### src/rtl/stack_controller.sv
// Multi-cycle control unit for an 8-bit stack machine: a Moore FSM that sequences
// fetch, decode, stack pops/pushes, ALU execution, memory access and branches.
module stack_controller (
  input  logic       clk,
  input  logic       rst,
  input  logic [7:0] inst,
  output logic       pcWrite,
  output logic       pcWriteCond,
  output logic       pcSrc,
  output logic       IorD,
  output logic       memRead,
  output logic       memWrite,
  output logic       IrWrite,
  output logic       MtoS,
  output logic       ldA,
  output logic       ldB,
  output logic       srcA,
  output logic       srcB,
  output logic       push,
  output logic       pop,
  output logic       tos,
  output logic [1:0] AluOp
);

  typedef enum logic [3:0] {
    S_IF, S_ID, S_POPA, S_POPB, S_EXEC, S_PUSHR,
    S_MEMRD, S_PUSHM, S_MEMWR, S_JMP, S_TOSR, S_JZCHK
  } state_t;

  typedef struct packed {
    logic       pc_write;
    logic       pc_write_cond;
    logic       pc_src;
    logic       i_or_d;
    logic       mem_read;
    logic       mem_write;
    logic       ir_write;
    logic       m_to_s;
    logic       ld_a;
    logic       ld_b;
    logic       src_a;
    logic       src_b;
    logic       push;
    logic       pop;
    logic       tos;
    logic [1:0] alu_op;
  } ctl_t;

  state_t     state;
  state_t     state_nxt;
  logic [2:0] op;
  logic [2:0] op_nxt;
  ctl_t       ctl;

  // The address field is routed to the datapath IR; only the opcode matters here.
  logic unused_addr;
  assign unused_addr = ^inst[4:0];

  // Control word for a state; unknown encodings yield an all-zero word.
  function automatic ctl_t decode(input state_t s, input logic [2:0] o);
    ctl_t c;
    c = '0;
    case (s)
      S_IF: begin
        c.mem_read = 1'b1;
        c.ir_write = 1'b1;
        c.src_a    = 1'b1;
        c.src_b    = 1'b1;
        c.pc_write = 1'b1;
      end
      S_ID: ;
      S_POPA: begin
        c.pop  = 1'b1;
        c.ld_a = 1'b1;
      end
      S_POPB: begin
        c.pop  = 1'b1;
        c.ld_b = 1'b1;
      end
      S_EXEC:  c.alu_op = o[1:0];
      S_PUSHR: c.push = 1'b1;
      S_MEMRD: begin
        c.i_or_d   = 1'b1;
        c.mem_read = 1'b1;
      end
      S_PUSHM: begin
        c.push   = 1'b1;
        c.m_to_s = 1'b1;
      end
      S_MEMWR: begin
        c.i_or_d    = 1'b1;
        c.mem_write = 1'b1;
      end
      S_JMP: begin
        c.pc_src   = 1'b1;
        c.pc_write = 1'b1;
      end
      S_TOSR: c.tos = 1'b1;
      S_JZCHK: begin
        c.pc_src        = 1'b1;
        c.pc_write_cond = 1'b1;
      end
      default: c = '0;
    endcase
    return c;
  endfunction

  always_comb begin
    state_nxt = S_IF;
    op_nxt    = op;
    case (state)
      S_IF: begin
        state_nxt = S_ID;
        op_nxt    = inst[7:5];
      end
      S_ID: begin
        case (op)
          3'b100:  state_nxt = S_MEMRD;
          3'b110:  state_nxt = S_JMP;
          3'b111:  state_nxt = S_TOSR;
          default: state_nxt = S_POPA;
        endcase
      end
      S_POPA: begin
        case (op)
          3'b000, 3'b001, 3'b010: state_nxt = S_POPB;
          3'b011:                 state_nxt = S_EXEC;
          3'b101:                 state_nxt = S_MEMWR;
          default:                state_nxt = S_IF;
        endcase
      end
      S_POPB:  state_nxt = S_EXEC;
      S_EXEC:  state_nxt = S_PUSHR;
      S_MEMRD: state_nxt = S_PUSHM;
      S_TOSR:  state_nxt = S_JZCHK;
      default: state_nxt = S_IF;
    endcase
  end

  // Outputs are registered from the upcoming state so they stay Moore-clean.
  always_ff @(posedge clk or posedge rst) begin
    if (rst) begin
      state <= S_IF;
      op    <= 3'b000;
      ctl   <= decode(S_IF, 3'b000);
    end else begin
      state <= state_nxt;
      op    <= op_nxt;
      ctl   <= decode(state_nxt, op_nxt);
    end
  end

  assign pcWrite     = ctl.pc_write;
  assign pcWriteCond = ctl.pc_write_cond;
  assign pcSrc       = ctl.pc_src;
  assign IorD        = ctl.i_or_d;
  assign memRead     = ctl.mem_read;
  assign memWrite    = ctl.mem_write;
  assign IrWrite     = ctl.ir_write;
  assign MtoS        = ctl.m_to_s;
  assign ldA         = ctl.ld_a;
  assign ldB         = ctl.ld_b;
  assign srcA        = ctl.src_a;
  assign srcB        = ctl.src_b;
  assign push        = ctl.push;
  assign pop         = ctl.pop;
  assign tos         = ctl.tos;
  assign AluOp       = ctl.alu_op;

endmodule

### config.mk
export PLATFORM = sky130hd
export DESIGN_NAME = stack_controller
export DESIGN_NICKNAME = d
export VERILOG_FILES = /design/src/rtl/stack_controller.sv
export SDC_FILE = /design/constraint.sdc
export NUM_CORES = 1
export LEC_CHECK = 0
export ABC_CLOCK_PERIOD_IN_PS = 2009
export BUFFER_PORTS_ARGS = -buffer_cell sky130_fd_sc_hd__buf_2
export CAP_MARGIN = 10
export CORE_MARGIN = 10
export CORE_UTILIZATION = 45
export CTS_CLUSTER_SIZE = 24
export DETAILED_ROUTE_END_ITERATION = 16
export PLACE_DENSITY_LB_ADDON = 0.08
export RECOVER_POWER = 50
export SYNTH_ARGS = -nofsm -noshare
export SYNTH_HDL_FRONTEND = slang
export SYNTH_SLANG_ARGS = --single-unit
### constraint.sdc
create_clock -name clk -period 2.01 [get_ports clk]
set_input_delay 0.3015 -clock clk [delete_from_list [all_inputs] [get_ports clk]]
set_output_delay 0.3015 -clock clk [all_outputs]
set_load 0.02 [all_outputs]
* After elaboration in Yosys (flattened, before gate mapping)
Index checks and enable logic that the tools add are counted.
** Operators by class
- Mux-type cells :: 19
- Reductions and logical operators :: 10
- Equal/unequal tests :: 23
** Operators with widths (number)
- $pmux W4 S7 :: 1
- $eq A4 B3 Y1 const B :: 6
- $pmux W4 S3 :: 2
- $eq A4 B4 Y1 const B :: 5
- $eq A4 B2 Y1 const B :: 4
- $mux W1 :: 13
- $eq A3 B3 Y1 const B :: 4
- $reduce_or A2 Y1 :: 6
- $logic_not A4 Y1 :: 2
- $eq A3 B2 Y1 const B :: 2
- $mux W2 :: 3
- $eq A4 B1 Y1 const B :: 1
- $eq A3 B1 Y1 const B :: 1
- $logic_not A3 Y1 :: 1
- $reduce_or A3 Y1 :: 1
** Word-level totals
- Register bits after elaboration :: 24
- Word-level logic and storage cells :: 71

* Depth between registers and ports, before layout
- Depth after elaboration :: 7
- Depth in mapped cells :: 5

* Least setup slack after synthesis
OpenSTA, ideal clock, no wires.
- Kind :: reg2reg
- Start point :: register state[1]
- End point :: register ctl, in the netlist AluOp[0]
- Clock period less this slack :: 1.466 ns
- Data arrival time :: 1.343 ns
- Required time :: 1.888 ns
- Setup slack :: 0.544 ns
- Setup time :: 0.122 ns
- Stages on the path, launching flop included :: 5
- Path through :: dfrtp_1 > buf_6 > nor4_4 > mux2_2 > nor3b_1
** On the way
- Elaborated cells on any way between the ends :: 11
- Classes of those cells :: eq/ne: 7; mux: 3; reduce/logical: 1
** RTL lines
- from (decl) :: RTL line 49 : state_t state;
- from (signal assigned) :: RTL line 147 : state <= state_nxt;
- $logic_not A4 Y1 :: RTL line 111 : case (state)
- $mux W2 :: RTL line 111
- via op_nxt[0] :: RTL line 52 : logic [2:0] op_nxt;
- $mux W2 :: RTL line 63 : case (s)
- to (signal assigned) :: RTL line 145 : ctl <= decode(S_IF, 3'b000);
- to (signal assigned) :: RTL line 149 : ctl <= decode(state_nxt, op_nxt);
- to (decl) :: RTL line 53 : ctl_t ctl;
The timed path passes the listed nets, and every way through them passes these cells.
A chain may end at the register's enable or synchronous reset.

* Final worst setup path
- Start point :: register state[3]
- End point :: register ctl, in the netlist pop
** On the way
- Word-level cells in the longest chain between the ends :: 5
- Elaborated cells on any way between the ends :: 12
- Classes of those cells :: eq/ne: 8; mux: 2; reduce/logical: 2
** RTL lines (RTL line)
- $eq A4 B4 Y1 (tied with other cells) :: 111
- $pmux W4 S7 (*) :: 111
- $eq A4 B2 Y1 :: 63
- $reduce_or A2 Y1 (no line) (*)
- $mux W1 (*) :: 63
Every way passes the cells marked *; elsewhere a longest branch is shown, timed or not.

==> flow_summary.yaml <==
cts:
  h-tree-depth: 1
  cts-root-buf: "clkbuf_4"
  path_clk_slew_ps: 120
  cts-resized-gates: 0
  clockBufferDepth: 2
  insertion_delay_ps: 300
  cts_setup_buffers: 0
  tritoncts: "done"
  cts_num_sinks: 22
  cts_buffers: 3
  hold_buffers: 0
timing:
  period_minus_slack_ps: 1700
  worst_slack_ps: 310.3
  rsz0062_at_grt: "false"
  hold_violations: 0
  setup_violations: 0
  fmax_mhz: 588.4
  slew_headroom: 0.2628
  fin_skew_ps: 3.286
  worstMarginPinSlew_ps: 1106
  tns_ps: 0
  final_max_slew_viol_count: 0
  timing.final.crit_share: 0.8456
grt:
  grt_pass1_vias: 666
  grt_pass1_wl_mm: 3.146
  grt.overflow.total: 0
  grt_max_degree: 23
  grt_antenna_before_repair: 0
  grt_usage: 0.08817
pwr:
  cell_internal_pwr_mw: 1.108
  p_sw_uw: 819.9
  clock_power_share: 0.125
  combPwrFrac: 0.453
  seqPwrFrac: 0.421
  leakagePower_nw: 0.5356
  power_mw: 1.928
  switching_share: 0.4253
  power_density_nw_per_um2: 1704
  irDropWorstVdd_v: 0.0007499
placement:
  hpwl_mm: 1.388
  gp_congestion: 0.7421
  io_buffers: 21
  dpl_worst_slack_ps: 350.8
synth:
  netlist.area_leader.share: 0.4744
  syn_nets: 91
  yosysTopAreaCell: "dfrtp_1"
  syn_area_um2: 1002
  synthTopCellsByCount: "dfrtp_1, nor2_1, buf_4, nand2_1"
  synth_ff_type: "dfrtp_1"
  synth_area_per_cell_um2: 12.37
  yosysMostFrequentCell: "dfrtp_1"
  synth_edf_count: 0
  synth-seq-cells: 22
  synth_area_leaders: "dfrtp_1, dfstp_2, mux2_2"
  ys_types: 39
  synth_cells: 81
  synthArstFlopShare: 1.000
  yosysSeqAreaShare: 0.5531
  synth_warnings: 0
critical_path:
  crit_required_ps: 2220
  cp.arrival_ps: 1910
  r2r_slack_ps: 310
  critPathKind: "reg2reg"
  worstSetupStartpointType: "register"
  crit_path_max_fanout: 12
  critPathCaptureType: "register"
detailed_routing:
  first_pass_iters: 4
  vias: 682
  drc: 0
  wirelength_mm: 1.880
  avgRoutedWirePerCell_um: 14.57
  routed_via_density: 5.287
  ant_nets: 0
  drt_iter0_drc: 22
flow_run:
  drv_cap: 0
final_layout:
  area_delta_synth_final_pct: 12.86
  nets: 112
  largest-register: "state"
  largest_reg_flops: 4
  drive_above_1_share: 0.3663
  diodes: 0
  nFillCells: 210
die:
  die_x_um: 67.19
  die-area_um2: 4515
  row_count: 17
  die_h_um: 67.19
  core_area_um2: 2170
  start_util: 0.4619
  io_pins: 27
outcome:
  status: "finished, final reports clean"
min_path:
  holdCritPathClass: "in2reg"
==> critical path, stage by stage (launching register included) <==
cell,delay [ps]
dfrtp_1,570
and4bb_1,330
a31oi_1,200
nand3_1,240
a211oi_1,260
==> worst paths after layout <==
path / depth (start not counted) / from / to
min in group asynchronous: 3 / rst / tos$_DFF_PP0_
min reg2reg: 2 / op[2]$_DFFE_PP0P_ / memRead$_DFF_PP1_
max: 4 / state[3]$_DFF_PP0_ / pop$_DFF_PP0_
max in group asynchronous: 3 / rst / state[2]$_DFF_PP0_
max reg2reg: 4 / state[3]$_DFF_PP0_ / pop$_DFF_PP0_
min: 2 / inst[7] / op[2]$_DFFE_PP0P_
==> routing by layer <==
| layer | routed length, um | track usage | part of all wire | up-vias |
|---|---|---|---|---|
| met2 | 870 | 0.1386 | 0.46 | 24 |
| li1 | - | - | - | 330 |
| met5 | 0 | 0 | 0 | - |
| met4 | 17 | 0.02308 | 0.0090 | 0 |
| met3 | 167 | 0.03636 | 0.089 | 2 |
| met1 | 825 | 0.1096 | 0.44 | 326 |
==> area by class of cell <==
type / count / area [um2] / area share
clock buffer: 4 / 36.28 / 0.03208
inverter: 2 / 7.507 / 0.006637
multi-input combinational: 50 / 389.1 / 0.3440
sequential: 22 / 554.3 / 0.4900
tap: 28 / 35.03 / 0.03097
timing repair buffer: 23 / 108.9 / 0.09624
==> logic make-up after synthesis <==
family | after synthesis | synth area share
mux | 3 | 0.03371
buf+inv | 9 | 0.05868
compound gates | 13 | 0.09490
simple gates | 34 | 0.2597
flops | 22 | 0.5531
==> metrics by stage <==
| stage | cells | cell area [um2] | utilization | hold slack [ps] |
|---|---|---|---|---|
| 5_1_grt | 129 | 1131 | 0.5213 | 214.7 |
| 3_3_place_gp | 125 | 1106 | 0.5098 | 344.2 |
| 2_1_floorplan | 81 | 1002 | - | 288.5 |
| 3_5_place_dp | 125 | 1106 | 0.5098 | 349.5 |
| 6_report | 129 | 1131 | 0.5213 | 223.0 |
| 4_1_cts | 129 | 1142 | 0.5265 | 4.352 |
==> power groups by stage <==
stage	Combinational [mW]	Clock [mW]	Sequential, mW
3_3_place_gp	0.889	0	0.812
3_5_place_dp	0.891	0	0.821
2_1_floorplan	0.748	0	0.789
4_1_cts	0.891	0.255	0.812
6_report	0.874	0.242	0.812
5_1_grt	0.957	0.269	0.847
==> cell usage in the layout (no fill, tap or decap), types with 2 or more instances in the layout <==
master / count
dfrtp_1: 19
inv_1: 2
nor3b_1: 2
o21ai_2: 2
and3_2: 2
clkbuf_1: 7
nor3_1: 2
o21ai_0: 2
nand2_1: 4
mux2_2: 3
nor2_1: 5
clkbuf_4: 3
buf_2: 15
nor2b_1: 2
a21oi_1: 2
dfstp_2: 3
Power figures use the tool's default switching activity.
